--- config.mk ---
export PLATFORM = sky130hd
export DESIGN_NAME = enc_frame_decoder
export DESIGN_NICKNAME = d
export VERILOG_FILES = /design/src/rtl/enc_frame_decoder.sv
export SDC_FILE = /design/constraint.sdc
export NUM_CORES = 1
export LEC_CHECK = 0
export ABC_AREA = 0
export BUFFER_PORTS_ARGS = -buffer_cell sky130_fd_sc_hd__buf_2
export CAP_MARGIN = 20
export CORE_UTILIZATION = 62
export CTS_CLUSTER_SIZE = 30
export DETAILED_ROUTE_END_ITERATION = 10
export PLACE_DENSITY_LB_ADDON = 0.2
export SYNTH_ARGS = -nofsm -noshare
export SYNTH_HDL_FRONTEND = slang
export SYNTH_SLANG_ARGS = --single-unit
export TNS_END_PERCENT = 1
--- constraint.sdc ---
create_clock -name clk -period 4.55 [get_ports clk]
set_input_delay 0.91 -clock clk [delete_from_list [all_inputs] [get_ports clk]]
set_output_delay 0.91 -clock clk [all_outputs]
set_load 0.03 [all_outputs]
--- src/rtl/enc_frame_decoder.sv ---
// Decrypts key-XORed bytes and parses length/payload/checksum frames.
// Build option ENC_ROLLING_KEY_EN: rotate the key after every accepted byte.
module enc_frame_decoder #(
  parameter logic [7:0] KEY_RESET  = 8'hAB,
  parameter int         FIFO_DEPTH = 4
) (
  input  logic       clk,
  input  logic       rst_n,
  input  logic       in_valid,
  output logic       in_ready,
  input  logic [7:0] in_data,
  input  logic       key_load,
  input  logic [7:0] key_in,
  output logic       out_valid,
  input  logic       out_ready,
  output logic [7:0] out_data,
  output logic [3:0] out_a,
  output logic [3:0] out_b,
  output logic       frame_ok,
  output logic       frame_err,
  output logic [7:0] byte_count,
  output logic       busy
);

  localparam int AW = $clog2(FIFO_DEPTH);

  typedef enum logic [1:0] {
    WAIT_HDR,
    PAYLOAD,
    CHECK
  } state_t;

  state_t      state;
  logic [7:0]  key_reg;
  logic [7:0]  key_cur;
  logic [7:0]  len;
  logic [7:0]  csum;
  logic [7:0]  pt;
  logic [7:0]  mem [FIFO_DEPTH];
  logic [AW:0] wptr;
  logic [AW:0] rptr;
  logic        full;
  logic        empty;
  logic        accept;
  logic        push;
  logic        pop;
  logic        load;

  assign empty = (wptr == rptr);
  assign full  = (wptr[AW] != rptr[AW]) &&
                 (wptr[AW-1:0] == rptr[AW-1:0]);
  assign load  = key_load && (state == WAIT_HDR);

  always_comb begin
    in_ready = 1'b1;
    unique case (state)
      WAIT_HDR: in_ready = !key_load;
      PAYLOAD:  in_ready = !full;
      default:  in_ready = 1'b1;
    endcase
  end

  assign accept = in_valid && in_ready;
  assign pt     = in_data ^ key_cur;
  assign push   = accept && (state == PAYLOAD);
  assign pop    = !empty && out_ready;

  assign out_valid = !empty;
  assign out_data  = empty ? 8'h00 : mem[rptr[AW-1:0]];
  assign out_a     = out_data[7:4];
  assign out_b     = out_data[3:0];
  assign busy      = (state != WAIT_HDR);

`ifdef ENC_ROLLING_KEY_EN
  logic [7:0] key_roll;
  assign key_cur = key_roll;

  // Leaving CHECK returns to WAIT_HDR, so reload instead of rotating.
  always_ff @(posedge clk or negedge rst_n) begin
    if (!rst_n) begin
      key_roll <= KEY_RESET;
    end else if (load) begin
      key_roll <= key_in;
    end else if (accept) begin
      if (state == CHECK) key_roll <= key_reg;
      else key_roll <= {key_roll[6:0], key_roll[7]};
    end
  end
`else
  assign key_cur = key_reg;
`endif

  always_ff @(posedge clk) begin
    if (push) mem[wptr[AW-1:0]] <= pt;
  end

  always_ff @(posedge clk or negedge rst_n) begin
    if (!rst_n) begin
      state      <= WAIT_HDR;
      key_reg    <= KEY_RESET;
      len        <= 8'h00;
      csum       <= 8'h00;
      byte_count <= 8'h00;
      frame_ok   <= 1'b0;
      frame_err  <= 1'b0;
      wptr       <= '0;
      rptr       <= '0;
    end else begin
      frame_ok  <= 1'b0;
      frame_err <= 1'b0;
      if (push) wptr <= wptr + 1'b1;
      if (pop) rptr <= rptr + 1'b1;
      if (load) key_reg <= key_in;
      if (accept) begin
        unique case (state)
          WAIT_HDR: begin
            len        <= pt;
            byte_count <= 8'h00;
            csum       <= 8'h00;
            state      <= (pt != 8'h00) ? PAYLOAD : CHECK;
          end
          PAYLOAD: begin
            csum       <= csum ^ pt;
            byte_count <= byte_count + 8'd1;
            if (byte_count + 8'd1 == len) state <= CHECK;
          end
          CHECK: begin
            frame_ok  <= (pt == csum);
            frame_err <= (pt != csum);
            state     <= WAIT_HDR;
          end
          default: state <= WAIT_HDR;
        endcase
      end
    end
  end

endmodule

; ---- Word-level counts from Yosys, hierarchy flattened
; Memory sizes are Yosys's and may differ from the RTL's.
; Cells that the tools add are included.
[totals]
register_bits = 42
ram_bits = 32
word_cells = 52
in_bits = 21
n_memories = 1
[mem_list]
columns = name, depth, word_bits, rd, rd_ports_with_merged_regs, wr, line_no
row1 = mem, 4, 8, 1, 0, 1, 39  ; logic [7:0] mem [FIFO_DEPTH];
[op_classes]
n_eq_ne = 9
n_addsub = 3
n_mux = 13
bitwise = 2
reduce_logical = 15
[ops]
columns = op, n
row1 = $pmux W8 S2, 2
row2 = $eq A8 B8 Y1, 2
row3 = $xor A8 B8 Y8, 2
row4 = $add A8 B1 Y8 const B, 1
row5 = $mux W8, 1
row6 = $ne A8 B8 Y1, 1
row7 = $reduce_bool A8 Y1, 1
row8 = $add A3 B1 Y3 const B, 2
row9 = $mux W1, 6
row10 = $reduce_and A2 Y1, 3
row11 = $logic_and A1 B1 Y1, 5
row12 = $mux W2, 2
row13 = $pmux W2 S2, 1
row14 = $reduce_bool A2 Y1, 2
row15 = $eq A3 B3 Y1, 1
row16 = $logic_not A1 Y1, 3
row17 = $eq A2 B1 Y1 const B, 1
row18 = $eq A2 B2 Y1, 1
row19 = $eq A2 B2 Y1 const B, 1
row20 = $logic_not A2 Y1, 1
row21 = $ne A2 B1 Y1 const B, 1
row22 = $pmux W1 S2, 1
row23 = $ne A1 B1 Y1, 1

; ---- Depth between registers and ports, before layout
[depth]
word_depth = 8
ltp_mapped = 7

; ---- Least setup slack after synthesis
; Ideal clock, no wire load.
[synth_path]
path_type = register to output
startpoint = register rptr[0]
endpoint = output out_data[0]
path_stages_with_launch = 8
arrival_time_ns = 1.870
path_buffers = 3
setup_slack_ns = 1.770
required_time_ns = 3.640
path_cell_list = dfrtp_1 buf_6 xor2_2 nor2_1 nand2_1 clkbuf_1 and2_1 buf_4
[synth_via]
elab_chain_cells = 2
[synth_rtl]
columns = element, line_no
row1 = "start, declared", 41  ; logic [AW:0] rptr;
row2 = "start signal, assigned", 112  ; if (pop) rptr <= rptr + 1'b1;
row3 = $mem_v2 Z4 W8 / $eq A3 B3 Y1 (equally long branches), -
row4 = $mux W8 (*), 69  ; assign out_data = empty ? 8'h00 : mem[rptr[AW-1:0]];
row5 = "end, declared", 16  ; output logic [7:0] out_data,
; Mark *: on every way between the ends. The rest lies on a longest branch, timed or not.

; ---- Worst setup path after layout
[layout_path]
startpoint = register state[0]
endpoint = output in_ready
[layout_via]
elab_chain_cells = 2
[layout_rtl]
columns = element, line_no
row1 = "start, declared", 33  ; state_t state;
row2 = "start signal, assigned", 120  ; state <= (pt != 8'h00) ? PAYLOAD : CHECK;
row3 = $eq A2 B1 Y1 / $logic_not A2 Y1 (equally long branches), 56  ; unique case (state)
row4 = $pmux W1 S2 (*), 56
row5 = "end, declared", 10  ; output logic in_ready,
; Marks and branches as above.

==> flow_metrics.env <==
export IMPL_hold_class="flop to flop"
export IMPL_synth_top_area_share_pct=26.1
export IMPL_syn_inst=294
export IMPL_finalSetupTns_ps=0
export IMPL_placed_cells=394
export IMPL_syn_area_um2=3680
export IMPL_post_cts_buffers=0
export IMPL_wl_per_cell_um=16.6
export IMPL_final_nets=361
export IMPL_die_h_um=79.1
export IMPL_final_max_slew_viol_count=0
export IMPL_clk_pin_slew_ps=80
export IMPL_ys_top_cells_by_area="edfxtp_1 26%, dfrtp_1 25%, xnor2_1 5.0%, dfstp_2 3.6%, mux4_1 3.6%"
export IMPL_drv_cap=0
export IMPL_yosysWarnings=0
export IMPL_post_route_util_pct=72.6
export IMPL_hold_buffers=0
export IMPL_synth_fa_ha_area_share_pct=2.04
export IMPL_async_flop_share_pct=56.8
export IMPL_placeableCoreArea_um2=5610
export IMPL_area_growth_synth_to_final_pct=10.5
export IMPL_io_buffers=49
export IMPL_drc=0
export IMPL_grt_use_total_pct=25.3
export IMPL_cts_sinks=74
export IMPL_cts_repair_resize_count=0
export IMPL_max_stage_delay_ps=630
export IMPL_yosysSeqAreaShare_pct=54.8
export IMPL_synthMuxAreaShare_pct=8.42
export IMPL_top_level_ports=50
export IMPL_final_common_cell="buf_2"
export IMPL_n_antenna_cell=0
export IMPL_overflow=0
export IMPL_reg2reg_from="state[0]"
export IMPL_synth_edf_count=32
export IMPL_hold_violations=0
export IMPL_cp_start_kind="flop"
export IMPL_synth_top_family_by_area="simple AND/OR/NAND/NOR gates"
export IMPL_fin_crit_sh_pct=66.7
export IMPL_grt_max_degree=43
export IMPL_clock_latency_ps=350
export IMPL_worstPathMaxFanout=21
export IMPL_cts_max_level=3
export IMPL_cpMaxStageDelayCell="dfrtp_1"
export IMPL_rsz0062_at_grt="false"
export IMPL_max_freq_ghz=0.329
export IMPL_synthDistinctLibCells=47
export IMPL_grt_pass1_vias=2347
export IMPL_cts_tree="yes"
export IMPL_final_cell_mix="49 x buf_2, 37 x dfrtp_1, 32 x edfxtp_1"
export IMPL_yosys_area_top_type="edfxtp_1"
export IMPL_grt_pass1_wl_um=11500
export IMPL_relSlewSlack_pct=37.0
export IMPL_fin_worst_skew_ps=9.39
export IMPL_antenna_found_initial=0
export IMPL_path_buf_inv=1
export IMPL_drive_above_1_share_pct=27.7
export IMPL_crit_arrival_ps=2130
export IMPL_dieArea_um2=6250
export IMPL_min_period_ps=3040
export IMPL_hold_path_startpoint="csum[5]"
export IMPL_finalNonFillerCells=411
export IMPL_die_w_um=79.1
export IMPL_row_count=27
export IMPL_required_ps=3640
export IMPL_syn_nets=321
export IMPL_status="complete, no violations"
export IMPL_cp_cell_sequence="or2_2 -> nor2_2 -> a21oi_1 -> buf_2"
export IMPL_endpoint_kind="output port"
export IMPL_synth_compound_area_share_pct=9.17
export IMPL_num_vias=2341
export IMPL_synthXorXnorAreaFrac_pct=8.22
export IMPL_crit_type="flop to output port"
export IMPL_start_util_pct=65.7
export IMPL_cts_buffers=9
export IMPL_hpwl_um=4610
export IMPL_cts_root_to_sink_buffers=2
export IMPL_drt_pass1_iter_count=4
export IMPL_ant_nets=0
export IMPL_synthFlopType="dfrtp_1"
export IMPL_drt_iter0_drc=118
export IMPL_crit_path_start="state[0]"
export IMPL_setup_viol=0
export IMPL_synth_area_per_cell_um2=12.5
export IMPL_worst_pin_slew_ps=945
export IMPL_place_congestion=0.825
export IMPL_drt_total_wl_um=6830
export IMPL_cts_root_buffer="clkbuf_8"
export IMPL_synth_seq_cells=74
export IMPL_vias_per_cell=5.70
export IMPL_cpLargestDelayFamily="simple AND/OR/NAND/NOR gates"
export IMPL_synth_simple_gate_area_share_pct=12.0
-- Yosys cell counts, types with 2 or more instances --
| master | n |
|---|---|
| dfrtp_1 | 37 |
| edfxtp_1 | 32 |
| xnor2_1 | 21 |
| and2_1 | 17 |
| nand2_1 | 13 |
| nor2_1 | 13 |
| o21ai_0 | 12 |
| a21oi_1 | 11 |
| inv_1 | 11 |
| o31ai_1 | 10 |
| buf_4 | 9 |
| mux2_2 | 9 |
| xor2_1 | 8 |
| a22o_1 | 7 |
| clkbuf_1 | 6 |
| ha_1 | 6 |
| nor2b_1 | 6 |
| buf_6 | 5 |
| dfstp_2 | 5 |
| mux4_1 | 5 |
| nand3_1 | 5 |
| nor3b_1 | 4 |
| o21ai_1 | 4 |
| or2_2 | 4 |
| mux4_2 | 3 |
| nand3b_1 | 3 |
| nand4_1 | 3 |
| nand2b_1 | 2 |
| nor4_1 | 2 |
| o211ai_1 | 2 |
| or3_1 | 2 |
| xor2_2 | 2 |
-- final cells by class --
cell class / count / area [um2]
inverters: 12 / 45.0
repair buffers: 50 / 253
flip-flops and latches: 74 / 2020
multi-input cells: 187 / 1470
clock inverters: 6 / 66.3
fillers: 413 / 1540
clock buffers: 10 / 128
well taps: 72 / 90.1
-- per-layer routing --
metal	share of wire (%)	global-route usage, %	vias up
li1	-	-	1116
met1	47	35.4	1156
met2	47	38.8	58
met3	4.2	3.91	11
met4	2.0	12.2	0
met5	0	0	-
-- worst reg2reg max path, delay by kind of cell, from the launching register on --
kind          cells  cell delay, ps
simple gates      3            1500
flops             1             780
-- flip-flops by register name, indices dropped and copies added, names as in the netlist --
signal / cells
byte_count: 8
rptr: 3
wptr: 3
frame_ok: 1
key_cur: 8
mem: 32
csum: 8
len: 8
frame_err: 1
state: 2
-- worst paths after layout --
| kind | slack, ps | endpoint | depth (start not counted) |
|---|---|---|---|
| max | 1510 | in_ready | 4 |
| min | 500 | csum[5] | 1 |
| max reg2reg | 1930 | mem[1][4] | 3 |
| min reg2reg | 500 | csum[5] | 1 |
| max in group asynchronous | 3250 | len[3] | 1 |
| min in group asynchronous | 700 | byte_count[3] | 1 |
-- metrics by stage --
stage	hold WS, ps	setup slack, ps	area, um2
global route	533	1330	4070
global placement	478	1880	3870
detailed placement	495	1860	3870
CTS	506	1490	4060
floorplan	462	1770	3680
finish	505	1510	4070
-- cells by family (layout without fill, tap and decap cells) --
kind of cell	after synthesis	in the layout
XOR/XNOR	32	32
AND/OR/NAND/NOR	80	80
flip-flops	74	74
multiplexers	18	18
buffers and inverters	33	78
AO/OA/AOI/OAI	51	51
adder cells (fa/ha/maj)	6	6
Power is left out: the tool's default activity adds up to more than one toggle a clock period on the data nets, which glitch-free logic cannot reach.
